==> src/rtl/vga_pattern_gen.sv <==
// vga_pattern_gen: parametrised VGA timing generator with four selectable test patterns.
// Sync, de, colour and frame_start leave through two register stages behind the x/y counters.
module vga_pattern_gen #(
  parameter int   H_ACTIVE   = 640,
  parameter int   H_FP       = 16,
  parameter int   H_SYNC     = 96,
  parameter int   H_BP       = 48,
  parameter int   V_ACTIVE   = 480,
  parameter int   V_FP       = 10,
  parameter int   V_SYNC     = 2,
  parameter int   V_BP       = 33,
  parameter logic HSYNC_POL  = 1'b0,
  parameter logic VSYNC_POL  = 1'b0,
  parameter int   COLOR_BITS = 4,
  parameter int   FRAME_BITS = 12
) (
  input  logic                  clock,
  input  logic                  reset,
  input  logic [1:0]            mode,
  input  logic                  button,
  output logic                  hsync,
  output logic                  vsync,
  output logic                  de,
  output logic [COLOR_BITS-1:0] r,
  output logic [COLOR_BITS-1:0] g,
  output logic [COLOR_BITS-1:0] b,
  output logic [FRAME_BITS-1:0] frame,
  output logic                  frame_start
);

  localparam int H_TOTAL = H_ACTIVE + H_FP + H_SYNC + H_BP;
  localparam int V_TOTAL = V_ACTIVE + V_FP + V_SYNC + V_BP;
  localparam int XW = $clog2(H_TOTAL);
  localparam int YW = $clog2(V_TOTAL);

  localparam logic [XW-1:0] X_LAST   = XW'(H_TOTAL - 1);
  localparam logic [YW-1:0] Y_LAST   = YW'(V_TOTAL - 1);
  localparam logic [31:0]   HS_START = 32'(H_ACTIVE + H_FP);
  localparam logic [31:0]   HS_END   = 32'(H_ACTIVE + H_FP + H_SYNC);
  localparam logic [31:0]   VS_START = 32'(V_ACTIVE + V_FP);
  localparam logic [31:0]   VS_END   = 32'(V_ACTIVE + V_FP + V_SYNC);
  localparam logic [31:0]   X_ACT    = 32'(H_ACTIVE);
  localparam logic [31:0]   Y_ACT    = 32'(V_ACTIVE);
  localparam logic [31:0]   CX       = 32'(H_ACTIVE / 2);
  localparam logic [31:0]   CY       = 32'(V_ACTIVE / 2);
  localparam logic [31:0]   BAR_W    = 32'((H_ACTIVE >= 8) ? (H_ACTIVE / 8) : 1);

  typedef enum logic [1:0] {
    MODE_DIAMOND  = 2'd0,
    MODE_BARS     = 2'd1,
    MODE_CHECKER  = 2'd2,
    MODE_GRADIENT = 2'd3
  } patternMode_t;

  logic [XW-1:0] xCount;
  logic [YW-1:0] yCount;
  logic          atWrap;
  logic          btnMeta;
  logic          btnSync;
  logic          btnQ;
  patternMode_t  modeQ;

  assign atWrap = (xCount == X_LAST) && (yCount == Y_LAST);

  // Mode and button are only taken at the frame wrap so a frame is never drawn with two patterns.
  always_ff @(posedge clock or posedge reset) begin
    if (reset) begin
      xCount <= '0;
      yCount <= '0;
      frame  <= '0;
      modeQ  <= MODE_DIAMOND;
      btnQ   <= 1'b0;
    end else begin
      if (xCount == X_LAST) begin
        xCount <= '0;
        yCount <= (yCount == Y_LAST) ? '0 : yCount + 1'b1;
      end else begin
        xCount <= xCount + 1'b1;
      end
      if (atWrap) begin
        frame <= frame + 1'b1;
        modeQ <= patternMode_t'(mode);
        btnQ  <= btnSync;
      end
    end
  end

  always_ff @(posedge clock or posedge reset) begin
    if (reset) begin
      btnMeta <= 1'b0;
      btnSync <= 1'b0;
    end else begin
      btnMeta <= button;
      btnSync <= btnMeta;
    end
  end

  logic [31:0]           xExt;
  logic [31:0]           yExt;
  logic [31:0]           frameExt;
  logic [31:0]           dx;
  logic [31:0]           dy;
  logic [31:0]           barIdx;
  logic [31:0]           scrollSum;
  logic [11:0]           dm;
  logic [23:0]           dShift;
  logic [23:0]           d;
  logic [2:0]            barK;
  logic                  checkerOn;
  logic                  hsActive;
  logic                  vsActive;
  logic                  deNow;
  logic [COLOR_BITS-1:0] pixR;
  logic [COLOR_BITS-1:0] pixG;
  logic [COLOR_BITS-1:0] pixB;
  logic                  unusedBits;

  // Pixel colour for the current counter position; everything is blanked outside the active area.
  always_comb begin
    xExt      = 32'(xCount);
    yExt      = 32'(yCount);
    frameExt  = 32'(frame);
    dx        = (xExt >= CX) ? (xExt - CX) : (CX - xExt);
    dy        = (yExt >= CY) ? (yExt - CY) : (CY - yExt);
    dm        = 12'(dx + dy);
    dShift    = btnQ ? (24'(dm) << dm[6:5]) : (24'(dm) >> dm[4:3]);
    d         = dShift - frameExt[23:0];
    barIdx    = xExt / BAR_W;
    barK      = (barIdx > 32'd7) ? 3'd0 : 3'(32'd7 - barIdx);
    scrollSum = xExt + frameExt;
    checkerOn = scrollSum[5] ^ yExt[5];
    hsActive  = (xExt >= HS_START) && (xExt < HS_END);
    vsActive  = (yExt >= VS_START) && (yExt < VS_END);
    deNow     = (xExt < X_ACT) && (yExt < Y_ACT);
    pixR      = '0;
    pixG      = '0;
    pixB      = '0;
    if (deNow) begin
      case (modeQ)
        MODE_DIAMOND: begin
          pixR = d[COLOR_BITS+3:4];
          pixG = d[COLOR_BITS+2:3];
          pixB = d[COLOR_BITS+1:2];
        end
        MODE_BARS: begin
          pixR = {COLOR_BITS{barK[2]}};
          pixG = {COLOR_BITS{barK[1]}};
          pixB = {COLOR_BITS{barK[0]}};
        end
        MODE_CHECKER: begin
          pixR = {COLOR_BITS{checkerOn}};
          pixG = {COLOR_BITS{checkerOn}};
          pixB = {COLOR_BITS{checkerOn}};
        end
        MODE_GRADIENT: begin
          pixR = xExt[COLOR_BITS+3:4];
          pixG = yExt[COLOR_BITS+3:4];
          pixB = frameExt[COLOR_BITS-1:0];
        end
      endcase
    end
  end

  assign unusedBits = ^{scrollSum, d, frameExt, yExt};

  logic                  s1Hsync;
  logic                  s1Vsync;
  logic                  s1De;
  logic                  s1Fs;
  logic [COLOR_BITS-1:0] s1R;
  logic [COLOR_BITS-1:0] s1G;
  logic [COLOR_BITS-1:0] s1B;

  // Two aligned stages; reset flushes both so nothing stale escapes after release.
  always_ff @(posedge clock or posedge reset) begin
    if (reset) begin
      s1Hsync     <= ~HSYNC_POL;
      s1Vsync     <= ~VSYNC_POL;
      s1De        <= 1'b0;
      s1Fs        <= 1'b0;
      s1R         <= '0;
      s1G         <= '0;
      s1B         <= '0;
      hsync       <= ~HSYNC_POL;
      vsync       <= ~VSYNC_POL;
      de          <= 1'b0;
      frame_start <= 1'b0;
      r           <= '0;
      g           <= '0;
      b           <= '0;
    end else begin
      s1Hsync     <= hsActive ? HSYNC_POL : ~HSYNC_POL;
      s1Vsync     <= vsActive ? VSYNC_POL : ~VSYNC_POL;
      s1De        <= deNow;
      s1Fs        <= (xCount == '0) && (yCount == '0);
      s1R         <= pixR;
      s1G         <= pixG;
      s1B         <= pixB;
      hsync       <= s1Hsync;
      vsync       <= s1Vsync;
      de          <= s1De;
      frame_start <= s1Fs;
      r           <= s1R;
      g           <= s1G;
      b           <= s1B;
    end
  end

endmodule

==> config.mk <==
export PLATFORM = sky130hd
export DESIGN_NAME = vga_pattern_gen
export DESIGN_NICKNAME = d
export VERILOG_FILES = /design/src/rtl/vga_pattern_gen.sv
export SDC_FILE = /design/constraint.sdc
export NUM_CORES = 1
export LEC_CHECK = 0
export ABC_AREA = 1
export CAP_MARGIN = 20
export CORE_UTILIZATION = 55
export DETAILED_ROUTE_END_ITERATION = 10
export GPL_ROUTABILITY_DRIVEN = 1
export HOLD_SLACK_MARGIN = 0.05
export PLACE_DENSITY = 0.88
export SLEW_MARGIN = 20
export SYNTH_ARGS = -nofsm -noshare
export SYNTH_HDL_FRONTEND = slang
export SYNTH_SLANG_ARGS = --single-unit
==> constraint.sdc <==
create_clock -name clock -period 4 [get_ports clock]
set_clock_uncertainty 0.1 [all_clocks]
set_input_delay 1 -clock clock [delete_from_list [all_inputs] [get_ports clock]]
set_output_delay 1 -clock clock [all_outputs]
set_load 0.005 [all_outputs]
=== After elaboration in Yosys (flattened, before gate mapping) ===
Cells that the tools add are included.

* Input bits: 5
* Flip-flop bits (word level): 69

* Bitwise gates (word level): 1
* Eq/ne operators: 5
* Order comparisons: 9
* Div/mod/pow operators: 1
* Shift-type cells: 2
* Reduce and logical (&&, ||, !) cells: 8
* Add/subtract/negate cells: 11
* Mux-type cells: 14

{| class="wikitable"
|+ Operators by type and width
! operator !! number
|-
| $pmux W4 S4 || 3
|-
| $div A10 B7 Y32 const B || 1
|-
| $gt A32 B3 Y1 const B || 1
|-
| $mux W12 || 2
|-
| $add A10 B1 Y10 const B || 2
|-
| $eq A10 B10 Y1 const B || 2
|-
| $ge A10 B9 Y1 const B || 2
|-
| $logic_not A10 Y1 || 2
|-
| $lt A10 B10 Y1 const B || 2
|-
| $lt A10 B9 Y1 const B || 2
|-
| $mux W10 || 2
|-
| $add A12 B1 Y12 const B || 1
|-
| $add A12 B12 Y12 || 1
|-
| $mux W4 || 3
|-
| $shl A12 B2 Y8 || 1
|-
| $shr A12 B2 Y8 || 1
|-
| $sub A10 B8 Y11 const B || 1
|-
| $sub A10 B9 Y11 const B || 1
|-
| $sub A8 B10 Y11 const A || 1
|-
| $sub A9 B10 Y11 const A || 1
|-
| $ge A10 B10 Y1 const B || 1
|-
| $ge A10 B8 Y1 const B || 1
|-
| $mux W8 || 1
|-
| $sub A8 B8 Y8 || 1
|-
| 9 further kinds || 15
|}

=== Logic depth before layout (Yosys ltp) ===
* Word-level depth: 8
* Gate-level depth with buffers: 35
* Mapped depth without buffers: 34

=== Worst setup path before layout ===
OpenSTA, ideal clock, no wires.

* Kind: register to register
* Start: register yCount[4]
* End: register s1G[3]
* Stages on the path, launching flop included: 30
* Data arrival time: 4.141 ns
* Data required time: 3.776 ns
* Slack: -0.366 ns
* Period minus slack after synthesis: 4.366 ns
* Cells stage by stage: dfrtp_1 > ha_1 > inv_1 > nor2_1 > nand2_1 > nor2_1 > nor2_1 > inv_1 > nor2_1 > o21ai_0 > xor2_1 > inv_1 > ha_1 > nand2_1 > inv_1 > a21oi_1 > nand2_1 > nand2_1 > nand2_1 > o21ai_0 > o21ai_0 > a221oi_1 > ha_1 > a21oi_1 > o21a_1 > nand2_1 > nand2_1 > a21oi_1 > o21ai_0 > nor2_1

* Cells in the longest elaborated chain, start to end: 8

{| class="wikitable"
|+ Ends and longest elaborated chain
! what !! RTL line !! text
|-
| start, declared || 56 || <nowiki>logic [YW-1:0] yCount;</nowiki>
|-
| start signal, assigned || 76 || <nowiki>yCount <= (yCount == Y_LAST) ? '0 : yCount + 1'b1;</nowiki>
|-
| $sub A8 B10 Y11 (tied with other cells) || 124 || <nowiki>dy = (yExt >= CY) ? (yExt - CY) : (CY - yExt);</nowiki>
|-
| $mux W12 || 124 ||
|-
| $add A12 B12 Y12 || 125 || <nowiki>dm = 12'(dx + dy);</nowiki>
|-
| $shr A12 B2 Y8 or $shl A12 B2 Y8 (tied branches) || 126 || <nowiki>dShift = btnQ ? (24'(dm) << dm[6:5]) : (24'(dm) >> dm[4:3]);</nowiki>
|-
| $mux W8 || 126 ||
|-
| $sub A8 B8 Y8 || 127 || <nowiki>d = dShift - frameExt[23:0];</nowiki>
|-
| $pmux W4 S4 || 139 || <nowiki>case (modeQ)</nowiki>
|-
| $mux W4 * || 138 || <nowiki>if (deNow) begin</nowiki>
|-
| net pixG[3] || 114 || <nowiki>logic [COLOR_BITS-1:0] pixG;</nowiki>
|-
| end signal, assigned || 197 || <nowiki>s1G <= pixG;</nowiki>
|-
| end, declared || 171 || <nowiki>logic [COLOR_BITS-1:0] s1G;</nowiki>
|}

Mark *: on every way through the listed nets, which the timed path passes. The rest lies on a longest branch.
A chain may end at the register's enable or synchronous reset.

=== Worst setup path after layout ===
* Start: register yCount[4]
* End: register s1R[3]

* Cells in the longest elaborated chain, start to end: 8

{| class="wikitable"
|+ Ends and longest elaborated chain
! what !! RTL line !! text
|-
| $sub A8 B10 Y11 (tied with other cells) || 124 ||
|-
| $mux W12 || 124 ||
|-
| $add A12 B12 Y12 || 125 ||
|-
| $shr A12 B2 Y8 or $shl A12 B2 Y8 (tied branches) || 126 ||
|-
| $mux W8 || 126 ||
|-
| $sub A8 B8 Y8 || 127 ||
|-
| $pmux W4 S4 || 139 ||
|-
| $mux W4 * || 138 ||
|-
| net pixR[3] || 113 || <nowiki>logic [COLOR_BITS-1:0] pixR;</nowiki>
|-
| end signal, assigned || 196 || <nowiki>s1R <= pixR;</nowiki>
|-
| end, declared || 170 || <nowiki>logic [COLOR_BITS-1:0] s1R;</nowiki>
|}

Marks and branches as above.

==> metrics <==
status=finished with violations; failing checks=negative setup slack; total of max-cap violations=0; clock sinks=69; Clock Power Share=50.0%; CP Launch Point=yCount[4]; Arrival @ worst endpoint=around 4.8 ns; Via density=6.31; initial antenna violation count=0; Req. time, crit path=4.20 ns; Die Wd=99.1 um; nets=just over 900; WL final=around 21 mm; measured slew at the worst slew-check pin=~1.3 ns; Hold Fails Final Rpt=0; Core ar.=0.00920 mm2; CP Capture Type=flip-flop; Syn. warnings=0; GR Util All Layers=39.5%; fin area=0.00771 mm2; RSZ-0062 raised after global routing=true; Crit Path Class=flip-flop to flip-flop; f_max=219 MHz; IO Port Bufs=32; post-route ant nets=0; Setup WS pre-CTS=-0.401 ns; FP Rows=35; predominant post-synthesis flop cell=dfrtp_1; Die Ht=around 99 um; first-pass GRT wire length=29.6 mm; 1st-iter DRT viols=roughly 560; Worst VDD drop=0.182 mV; Placed Instance Area=roughly 0.0064 mm2; number of synthesized flops with an enable pin=0; Internal Power=1.12 mW; hold_sp=s1B[3]; Slew headroom=15.5%; multi-input logic area=~0.0036 mm2; Top-Level Pins=33; share of cells above drive strength 1=41.5%; Worst R2R End=s1R[3]; die area=0.00982 mm2; number of buffers created by CTS=9; detailed-route via count=between 6000 and 7000; largest net degree at the start of global routing=40; total grt overflow=0; Worst setup SP type=flip-flop; sw frac=22.1%; Worst path max stage delay=0.39 ns; Core Util, Final=a little over four fifths; Seq pwr share=48.6%; root buffer selected by CTS=clkbuf_8; leakage dissipation=3.95 nW; Final GP Congestion=0.941; Clock Latency Late Sink=0.36 ns; area grow syn2layout=48.7%; r2r startpoint=yCount[4]; Synth Area per Inst=7.57 um2; crit-path max FO=5; Reg2Reg Depth=31; share of Yosys cell area claimed by the top area cell type=31.4%; CTS Hold Bufs=0; setup TNS=-5.29 ns; Clock Path Buffers=2; Synth Register Bits=69; setup slack, reg-to-reg=-0.57 ns; Crit-path slowest cell=dfrtp_1; Mapped Cells=685; cells taking the most area after synthesis=dfrtp_1, nand2_1, ha_1; max-slew violations=0; final period utilization=114%; drt first pass iters=6; Initial Util=between 50% and 60%; Hold Path Class=flip-flop to flip-flop; power per cell area=between 150 and 200 mW/mm2; CTS H-tree lvls=3; placed cells=913; vias in the first global route=about 5900; Distinct cells, synth=55; # diodes=0; non-filler cells, final=between 900 and 1000; syn_nets=approximately 730; WHS Endpoint=b[3]; hpwl dp=about 11 mm; min cycle time layout=4.57 ns; Comb power frac=1.4%; largest area contributor in the netlist=dfrtp_1; ys async rst share=100%; Register Area=roughly 0.0017 mm2; Seq/Total Area, Yosys=33.4%; NetSw=0.317 mW; Fillers=471; CTS tree=yes; Final WS setup=-0.570 ns; DR DRC count=0; Final setup viols=12; hold path cells=0; register clock-pin slew on the reported worst setup and hold paths=~0.08 ns; WL/cell=21.2 um; mapped cell area=around 0.0052 mm2
==> final cells by class <==
class	instances	area share [%]
Clock inverter	7	1.59
Tap cell	111	1.80
Sequential cell	69	22.5
Inverter	104	5.32
Timing Repair Buffer	187	19.9
Clock buffer	9	1.61
Multi-Input combinational cell	503	47.3
==> power groups by stage <==
stage          Clock (mW)  Combinational, mW  Sequential [mW]
3_5_place_dp            0             0.0208            0.712
6_report            0.719             0.0206            0.698
4_1_cts             0.711             0.0209            0.698
3_3_place_gp            0             0.0203            0.712
2_1_floorplan           0             0.0101            0.712
5_1_grt             0.745             0.0235            0.698
==> worst max-delay path by stage <==
stage | to | slack (ns) | cells after the start
final | s1R[3] | -0.57 | 31
after global routing | s1R[3] | -1.01 | 31
after CTS | s1R[2] | -0.10 | 28
after detailed placement | s1G[3] | -0.40 | 27
after global placement | s1G[3] | -0.19 | 29
after floorplan | s1G[2] | 0.003 | 30
==> critical path, delay by kind of cell (launching register included) <==
kind | cells | cell delay [ns]
buffers and inverters | 5 | 0.39
AND/OR/NAND/NOR | 15 | 1.35
XOR/XNOR | 1 | 0.22
adder cells (fa/ha/maj) | 3 | 0.79
AO/OA/AOI/OAI | 7 | 1.24
flip-flops | 1 | 0.39
==> sequential cells by signal, summed over array words and instances (netlist names), 2 cells and up <==
register / cells
s1R: 4
frame: 12
g: 4
yCount: 10
s1G: 4
b: 4
xCount: 10
modeQ: 2
s1B: 4
r: 4
==> synthesized netlist by cell type (4+ instances only) <==
cell and number:
dfstp_2 4, xor2_1 33, nand3_1 42, nand3_2 6
nand2_1 132, ha_1 35, o211ai_1 5, nor3_1 12
o21a_1 4, xnor2_1 4, o21ai_0 40, inv_2 10
a21oi_1 50, dfrtp_1 65, nand2_4 9, inv_1 90
nor2_1 58, nand4_1 17, nand2_2 11
==> what timing repair did <==
| action | CTS | global route |
|---|---|---|
| buffers inserted | 42 | 22 |
| setup endpoints to repair | 11 | 12 |
| resized for setup | 88 | 83 |
| cloned | 0 | 0 |
| pin swaps | 73 | 62 |
==> per-layer routing <==
metal  wire length (um)  vias to the layer above  global-route usage [%]
li1                   -                     2630                       -
met3               1890                      177                    8.01
met4               1740                        0                    23.2
met5                  0                        -                       0
met2              10300                      504                    70.5
met1               7020                     2936                    43.7
==> logic make-up (layout without fill, tap and decap cells) <==
logic type	count (synthesis)	in the layout	synth area share, %
AO/OA/AOI/OAI	122	122	13.4
XOR/XNOR	38	38	6.56
buffers and inverters	113	307	8.83
AND/OR/NAND/NOR	306	306	28.8
adder cells (fa/ha/maj)	36	36	8.83
multiplexers	1	1	0.193
flip-flops	69	69	33.4
==> placed cells by master, fill, tap and decap left out, drive strengths merged, types with 32 or more instances in the layout <==
cell,instances
nand2,152
xor2,34
o21ai,43
inv,104
dfrtp,65
a21oi,51
nand3,48
buf,155
nor2,64
ha,35
clkdlybuf4s50,32
==> metrics by stage <==
stage / hold slack (ns) / power, mW
2_1_floorplan: 0.231 / 0.722
3_3_place_gp: 0.232 / 0.732
3_5_place_dp: 0.235 / 0.733
4_1_cts: 0.247 / 1.43
5_1_grt: 0.253 / 1.47
6_report: 0.251 / 1.44
Power figures use the tool's default switching activity.
